**src/rtl/clk_gate_ctrl.sv**
```systemverilog
// Idle-detect clock-gating controller: per-bank RUN/IDLE_WAIT/GATED/WAKE FSMs
// driving registered ICG enables, plus a saturating count of gating events.
module clk_gate_ctrl #(
  parameter int unsigned N_DOM    = 4,
  parameter int unsigned WAKE_CYC = 2
) (
  input  logic             clk,
  input  logic             reset,
  input  logic [N_DOM-1:0] act,
  input  logic             force_on,
  input  logic [7:0]       idle_thr,
  input  logic             stat_clr,
  output logic [N_DOM-1:0] clk_en,
  output logic [N_DOM-1:0] rdy,
  output logic [N_DOM-1:0] gated,
  output logic [15:0]      gate_events
);

  typedef enum logic [1:0] {
    ST_RUN   = 2'd0,
    ST_IDLE  = 2'd1,
    ST_GATED = 2'd2,
    ST_WAKE  = 2'd3
  } state_e;

  localparam logic [3:0] WAKE_L = 4'(WAKE_CYC);
  localparam logic [4:0] WAKE_X = 5'(WAKE_CYC);

  state_e           state_q [N_DOM];
  state_e           state_d [N_DOM];
  logic [7:0]       icnt_q  [N_DOM];
  logic [7:0]       icnt_d  [N_DOM];
  logic [3:0]       wcnt_q  [N_DOM];
  logic [3:0]       wcnt_d  [N_DOM];
  logic [N_DOM-1:0] idle_s;
  logic [N_DOM-1:0] enter_s;
  logic [N_DOM-1:0] clk_en_q, clk_en_d;
  logic [N_DOM-1:0] rdy_q, rdy_d;
  logic [N_DOM-1:0] gated_q, gated_d;
  logic [4:0]       n_enter_s;
  logic [16:0]      ev_sum_s;
  logic [15:0]      gate_events_q, gate_events_d;

  assign idle_s = ~act & {N_DOM{~force_on & (idle_thr != 8'd0)}};

  // Per-bank next state, counters and the flop-bound output decode
  always_comb begin
    clk_en_d = {N_DOM{1'b1}};
    rdy_d    = {N_DOM{1'b1}};
    gated_d  = {N_DOM{1'b0}};
    enter_s  = {N_DOM{1'b0}};
    for (int i = 0; i < N_DOM; i++) begin
      state_d[i] = state_q[i];
      icnt_d[i]  = icnt_q[i];
      wcnt_d[i]  = wcnt_q[i];
      case (state_q[i])
        ST_RUN: begin
          if (idle_s[i]) begin
            if (idle_thr == 8'd1) begin
              state_d[i] = ST_GATED;
              icnt_d[i]  = 8'd0;
              enter_s[i] = 1'b1;
            end else begin
              state_d[i] = ST_IDLE;
              icnt_d[i]  = 8'd1;
            end
          end else begin
            icnt_d[i] = 8'd0;
          end
        end
        ST_IDLE: begin
          if (!idle_s[i]) begin
            state_d[i] = ST_RUN;
            icnt_d[i]  = 8'd0;
          end else if (({1'b0, icnt_q[i]} + 9'd1) >= {1'b0, idle_thr}) begin
            // threshold is re-read every cycle, so a lowered value gates at once
            state_d[i] = ST_GATED;
            icnt_d[i]  = 8'd0;
            enter_s[i] = 1'b1;
          end else begin
            icnt_d[i] = icnt_q[i] + 8'd1;
          end
        end
        ST_GATED: begin
          if (act[i] || force_on) begin
            wcnt_d[i]  = 4'd0;
            state_d[i] = (WAKE_L == 4'd0) ? ST_RUN : ST_WAKE;
          end else begin
            state_d[i] = ST_GATED;
          end
        end
        ST_WAKE: begin
          if (({1'b0, wcnt_q[i]} + 5'd1) == WAKE_X) begin
            state_d[i] = ST_RUN;
            wcnt_d[i]  = 4'd0;
          end else begin
            wcnt_d[i] = wcnt_q[i] + 4'd1;
          end
        end
        default: begin
          state_d[i] = ST_RUN;
          icnt_d[i]  = 8'd0;
          wcnt_d[i]  = 4'd0;
        end
      endcase
      clk_en_d[i] = (state_d[i] != ST_GATED);
      rdy_d[i]    = (state_d[i] == ST_RUN) || (state_d[i] == ST_IDLE);
      gated_d[i]  = (state_d[i] == ST_GATED);
    end
  end

  // Population count of banks entering GATED and the saturating accumulate
  always_comb begin
    n_enter_s = 5'd0;
    for (int i = 0; i < N_DOM; i++) begin
      n_enter_s = n_enter_s + {4'd0, enter_s[i]};
    end
    ev_sum_s = {1'b0, gate_events_q} + {12'd0, n_enter_s};
    if (stat_clr) begin
      gate_events_d = 16'd0;
    end else if (ev_sum_s[16]) begin
      gate_events_d = 16'hFFFF;
    end else begin
      gate_events_d = ev_sum_s[15:0];
    end
  end

  // State, counter and output registers
  always_ff @(posedge clk) begin
    if (reset) begin
      for (int i = 0; i < N_DOM; i++) begin
        state_q[i] <= ST_RUN;
        icnt_q[i]  <= 8'd0;
        wcnt_q[i]  <= 4'd0;
      end
      clk_en_q      <= {N_DOM{1'b1}};
      rdy_q         <= {N_DOM{1'b1}};
      gated_q       <= {N_DOM{1'b0}};
      gate_events_q <= 16'd0;
    end else begin
      for (int i = 0; i < N_DOM; i++) begin
        state_q[i] <= state_d[i];
        icnt_q[i]  <= icnt_d[i];
        wcnt_q[i]  <= wcnt_d[i];
      end
      clk_en_q      <= clk_en_d;
      rdy_q         <= rdy_d;
      gated_q       <= gated_d;
      gate_events_q <= gate_events_d;
    end
  end

  assign clk_en      = clk_en_q;
  assign rdy         = rdy_q;
  assign gated       = gated_q;
  assign gate_events = gate_events_q;

endmodule
```
**config.mk**
```make
export PLATFORM = sky130hd
export DESIGN_NAME = clk_gate_ctrl
export DESIGN_NICKNAME = d
export VERILOG_FILES = /design/src/rtl/clk_gate_ctrl.sv
export SDC_FILE = /design/constraint.sdc
export NUM_CORES = 1
export LEC_CHECK = 0
export ABC_AREA = 1
export CAP_MARGIN = 20
export CORE_MARGIN = 2
export CORE_UTILIZATION = 45
export DETAILED_ROUTE_END_ITERATION = 16
export PLACE_DENSITY = 0.71
export SLEW_MARGIN = 10
export SYNTH_ARGS = -nofsm -noshare
export SYNTH_HDL_FRONTEND = slang
export SYNTH_SLANG_ARGS = --single-unit
```
**constraint.sdc**
```tcl
create_clock -name clk -period 4.52 [get_ports clk]
set_input_delay 1.13 -clock clk [delete_from_list [all_inputs] [get_ports clk]]
set_output_delay 1.13 -clock clk [all_outputs]
set_load 0.05 [all_outputs]
```
* Word level (Yosys, flattened, before mapping)
Memory sizes are Yosys's and may differ from the RTL's.
Cells that the tools add are included.
** Operators by class
- Add/subtract/negate cells :: 20
- Magnitude comparators :: 4
- Eq/ne operators :: 29
- Mux-type cells :: 87
- Bitwise gates (word level) :: 16
- Reduce and logical (&&, ||, !) cells :: 18
** Operators by type and width (count)
- 8-bit two-way mux :: 14
- 8-bit case mux with 2 select lines :: 4
- 4-bit two-way mux :: 12
- 2-bit two-way mux :: 21
- 8-bit by 1-bit adder with 9-bit output, second input constant :: 4
- 9-bit by 8-bit greater-or-equal comparator with 1-bit output :: 4
- 8-bit by 1-bit adder with 8-bit output, second input constant :: 4
- 2-bit case mux with 4 select lines :: 4
- 4-bit case mux with 2 select lines :: 4
- 2-bit == test, second input constant :: 12
- 1-bit two-way mux :: 23
- 4-bit by 1-bit adder with 5-bit output, second input constant :: 4
- 5-bit by 2-bit == test with 1-bit output, second input constant :: 4
- 16-bit by 4-bit adder with 17-bit output :: 1
- 4-bit by 1-bit adder with 4-bit output, second input constant :: 4
- 2-bit by 1-bit == test with 1-bit output, second input constant :: 8
- 2-bit zero test :: 8
- 16-bit two-way mux :: 1
- 1-bit OR :: 12
- 8-bit by 1-bit == test with 1-bit output, second input constant :: 1
- 1-bit logical OR :: 8
- 2-bit inequality test, second input constant :: 4
- 1-bit case mux with 2 select lines :: 4
- 8-bit nonzero test :: 1
- 8 further kinds :: 8
** Word-level totals
- Register bits :: 28
- Bits in writable memories :: 56
- Bits of input ports :: 16
- Output and inout port bits :: 28
- Word-level logic and storage cells :: 181
- Memories :: 3
** Memories
- icnt_q :: words 4, bits a word 8, rd ports 4, clocked after memory_dff 0, write ports 4, line 31 : logic [7:0] icnt_q [N_DOM];
- wcnt_q :: words 4, bits a word 4, rd ports 4, clocked after memory_dff 0, write ports 4, line 33 : logic [3:0] wcnt_q [N_DOM];
- state_q :: words 4, bits a word 2, rd ports 4, clocked after memory_dff 0, write ports 4, line 29 : state_e state_q [N_DOM];

* Depth between registers and ports, before layout
Gate-level depths: netlist (run 1).
An unclocked memory read counts as a cell.
- Depth in word-level cells :: 11
- Mapped depth :: 27
- Depth with buffers taken out :: 27

* Worst setup path after synthesis (run 1)
Ideal clock, no wire load.
- Path kind :: input port to flip-flop
- From :: input port idle_thr[7]
- To :: register gate_events_q[13], in the netlist gate_events[13]
- Library setup time :: 109 ps
- Arrival :: 4237 ps
- Required time :: 4411 ps
- Path slack :: 173 ps
- Stages :: 20
- Buffers on the path :: 1
- Cell sequence :: inv_1 ha_1 nand4_1 nor3_1 nand2_1 nand3_1 o21ai_0 fa_1 inv_1 fa_1 fa_1 nand3_2 nor3_4 nand4_4 nor2_4 nand2_2 buf_6 nand3_1 nand2_1 inv_1
** On the way
- Cells in the longest elaborated chain, start to end :: 10
- Elaborated cells between the ends (all ways) :: 30
- Classes of those cells :: add/sub (4); order compare (4); eq/ne (1); mux (18); bitwise (2); reduce/logical (1)
** Ends and longest elaborated chain
- start, declared :: line 11 : input logic [7:0] idle_thr,
- parallel branches: the longest is 7 deep, another holds 9-bit by 8-bit greater-or-equal comparator with 1-bit output
- 3-bit by 1-bit adder with 4-bit output * :: line 116 : n_enter_s = n_enter_s + {4'd0, enter_s[i]};
- 16-bit by 4-bit adder with 17-bit output * :: line 118 : ev_sum_s = {1'b0, gate_events_q} + {12'd0, n_enter_s};
- 16-bit two-way mux * :: line 121 : end else if (ev_sum_s[16]) begin
- end signal, assigned :: line 149 : gate_events_q <= gate_events_d;
- end, declared :: line 42 : logic [15:0] gate_events_q, gate_events_d;
Mark *: on every way between the ends.
A chain may end at the register's enable or synchronous reset.

* Worst setup path after layout (run 1)
- From :: input port idle_thr[7]
- To :: register gate_events_q[8], in the netlist gate_events[8]
Same word-level chain as after synthesis.

==> results of run 1 <==
final cells by class:
cell class | count | share of cell area, %
inverters | 120 | 6.32
clock inverters | 5 | 0.860
multi-input cells | 573 | 50.2
well taps | 147 | 2.58
clock buffers | 11 | 3.26
repair buffers | 109 | 13.2
flip-flops and latches | 84 | 23.6
cell usage in the layout (no fill, tap or decap), types with 4 or more instances in the layout:
master	count
a21oi_1	72
nor2_1	63
nor2_2	9
dfxtp_1	83
nor2_4	5
dlymetal6s2s_1	7
a21o_1	11
nand3_1	41
nand3b_1	4
nand3_2	8
nor3_1	8
nand4_1	48
clkdlybuf4s50_1	35
xnor2_1	14
a21oi_2	5
clkbuf_16	9
ha_1	36
inv_2	14
o21ai_0	15
buf_4	65
inv_1	104
xor2_1	22
nand2_2	8
ha_4	9
nand2_1	162
what timing repair did:
item	4_1_cts	5_1_grt
hold buffers	0	0
endpoints found under the setup margin	8	16
cloned	0	0
pin swaps	0	20
resized for setup	3	53
buffers inserted	0	7
cell families after synthesis:
group / count (synthesis) / share of synthesized area (%)
AOI/OAI and AO/OA: 121 / 12.2
xor gates and xnor gates: 36 / 5.68
adders and majority gates: 48 / 11.2
buffers and inverters: 132 / 9.13
DFF: 84 / 30.3
and+or+nand+nor: 368 / 31.4
where the power goes:
group	switching, W	total, W	internal (W)
Clock	0.000309	0.000740	0.000430
Combinational	0.000186	0.000300	0.000113
Sequential	0.0000243	0.000790	0.000766
registers in the layout, summed over array words and instances, names as in the netlist:
register	cells
icnt_q	32
clk_en	4
state_q	8
gated	4
rdy	4
wcnt_q	16
gate_events	16
layer usage:
| metal | wire length [um] | share of wire, % |
|---|---|---|
| met1 | 6320 | 46 |
| met2 | 6380 | 47 |
| met3 | 584 | 4.3 |
| met4 | 371 | 2.7 |
| met5 | 0 | 0 |
worst max-delay path, stage by stage:
cell and delay (ps):
clkdlybuf4s50_1 480, inv_2 90, buf_4 160, nand2_1 70, nor2_2 50, nand2_2 140
inv_2 60, nor2_2 120, nand2_1 70, a21oi_2 120, o21ai_2 70, fa_1 500
inv_1 50, fa_2 360, fa_2 410, nand3_4 90, nor3_4 60, buf_4 130
buf_4 130, nand3_1 70, xor2_1 160, a21oi_1 80
path summary, 6_finish.rpt:
kind | from | end | cells past startpoint
hold / removal | wcnt_q[0][3] | wcnt_q[0][3] | 1
setup / recovery | idle_thr[7] | gate_events[8] | 22
hold reg to reg | wcnt_q[0][3] | wcnt_q[0][3] | 1
setup reg to reg | icnt_q[2][0] | gate_events[3] | 24
stage by stage:
step                worst slack (ps)  power, W  setup TNS, ps  util, %  hold WS (ps)
CTS                             31.7   0.00183              0     57.0           463
global placement                -332   0.00109          -4520     54.5           451
finish                           153   0.00183              0     59.4           469
floorplan                        173  0.000985              0        -           427
global route                   -52.5   0.00191           -385     59.4           504
detailed placement              -408   0.00109          -5890     54.5           446
==> impl_metrics.json, run 1 <==
{
  "status": "finished, final reports clean",
  "timing.critical_path.fanout_max": 4,
  "yosysWarnings": 0,
  "post_synth_edffs": 0,
  "holdCritPathClass": "register to register",
  "initial_cell_density_of_the_core_pct": 46.2,
  "yosys.area.top_type_share_pct": 30.3,
  "timing_max_transition_violations_final": 0,
  "cts_tree": "built",
  "p_r_area_growth_vs_syn_pct": 28.5,
  "finalHoldViolCount": 0,
  "skew_ps": 7.12,
  "post_synth_main_area_contributors": "dfxtp_1 30%, nand2_1 11%, ha_1 10%",
  "yosys.cell_count.top_type": "nand2_1",
  "grtUsageTotal_pct": 20.6,
  "drc_errors": 0,
  "via_per_inst": 5.16,
  "yosys.cell_types.count": 40,
  "critical_path_required_ps": 4760,
  "grtUsageMet3_pct": 4.59,
  "detailedPlacementHpwl_um": 9950,
  "grt_util_met2_pct": 34.0,
  "antenna_found_initial": 0,
  "gr-max-usage-layer": "met2",
  "setup_violations": 0,
  "grt-ovfl-total": 0,
  "syn-num-nets": 853,
  "critical_path.startpoint_type": "input port",
  "critPathArrivalTime_ps": 4600,
  "synth_sequential_area_ratio_pct": 30.3,
  "worstSetupPathType": "input port to register",
  "wire_length_of_the_first_global_routing_pass_um": 22000,
  "slew_headroom_pct": 34.7,
  "synthDominantAreaCellType": "dfxtp_1",
  "groute.layer.met1.usage_pct": 26.5,
  "tritoncts.num_buffers": 9,
  "place.detailed.instances": 1026,
  "clk_latency_ps": 350,
  "multiInputGateArea_sq_um": 3580,
  "clock-sinks": 84,
  "drive_above_1_share_pct": 17.6,
  "synthesis.instances": 789,
  "core_region_area_sq_um": 12000,
  "ys_ff_latch": 84,
  "clock_tree.buffer_depth": 2,
  "placement.cell_area_sq_um": 6540,
  "post_drt_wl_per_cell_um": 13.0,
  "post_synth.cell_area_avg_sq_um": 7.03,
  "drv.max_cap_violation_count": 0,
  "layout.filler_cells": 1089,
  "final_cells": 1049,
  "tightest_slew_ps": 979,
  "static-leakage-power_nw": 3.35,
  "max_clock_freq_ghz": 0.229,
  "io_pins": 44,
  "antenna_violating_nets_post_route": 0,
  "drt_iter0_markers": 382,
  "vias": 5412,
  "total_wire_length_um": 13700,
  "chipWidth_um": 115,
  "post_synth_instance_area_sq_um": 5550,
  "design.final.nets": 961,
  "pwr_density_cell_nw_per_um2": 257,
  "clk_pin_slew_ps": 70,
  "drt_pass1_iterations": 7,
  "first_global_vias": 4884,
  "postSynth.asyncResetShare_pct": 0,
  "die_y_um": 115,
  "fin_area_sq_um": 7130,
  "numPortBuffers": 43,
  "floorplan.rows": 40,
  "worstSetupEndpointType": "register",
  "gpl.final_weighted_congestion": 0.900,
  "antenna_diode_count": 0,
  "area.sequential_sq_um": 1680,
  "regToRegSetupSlack_ps": 210,
  "postSynth.topFlopCell": "dfxtp_1",
  "cts_htree_levels": 3,
  "die_area_sq_um": 13200,
  "maximum_number_of_pins_on_one_net_before_global_route_repair": 52,
  "tmin_final_ps": 4370,
  "most_used_standard_cells_in_the_synthesized_netlist": "166 x nand2_1, 113 x inv_1, 84 x dfxtp_1",
  "root_buffer": "clkbuf_16",
  "post-route-period-util_pct": 96.6,
  "max-vdd-ir-drop_mv": 0.242
}
Power figures use the tool's default switching activity.
==> run 2: changes to the inputs <==
--- a/config.mk
+++ b/config.mk
@@ -6,7 +6,7 @@
 export NUM_CORES = 1
 export LEC_CHECK = 0
 export ABC_AREA = 1
-export CAP_MARGIN = 20
+export CAP_MARGIN = 5
 export CORE_MARGIN = 2
 export CORE_UTILIZATION = 45
 export DETAILED_ROUTE_END_ITERATION = 16
==> results of run 2 <==
Final layout, timing and power as in run 1 (identical DEF).
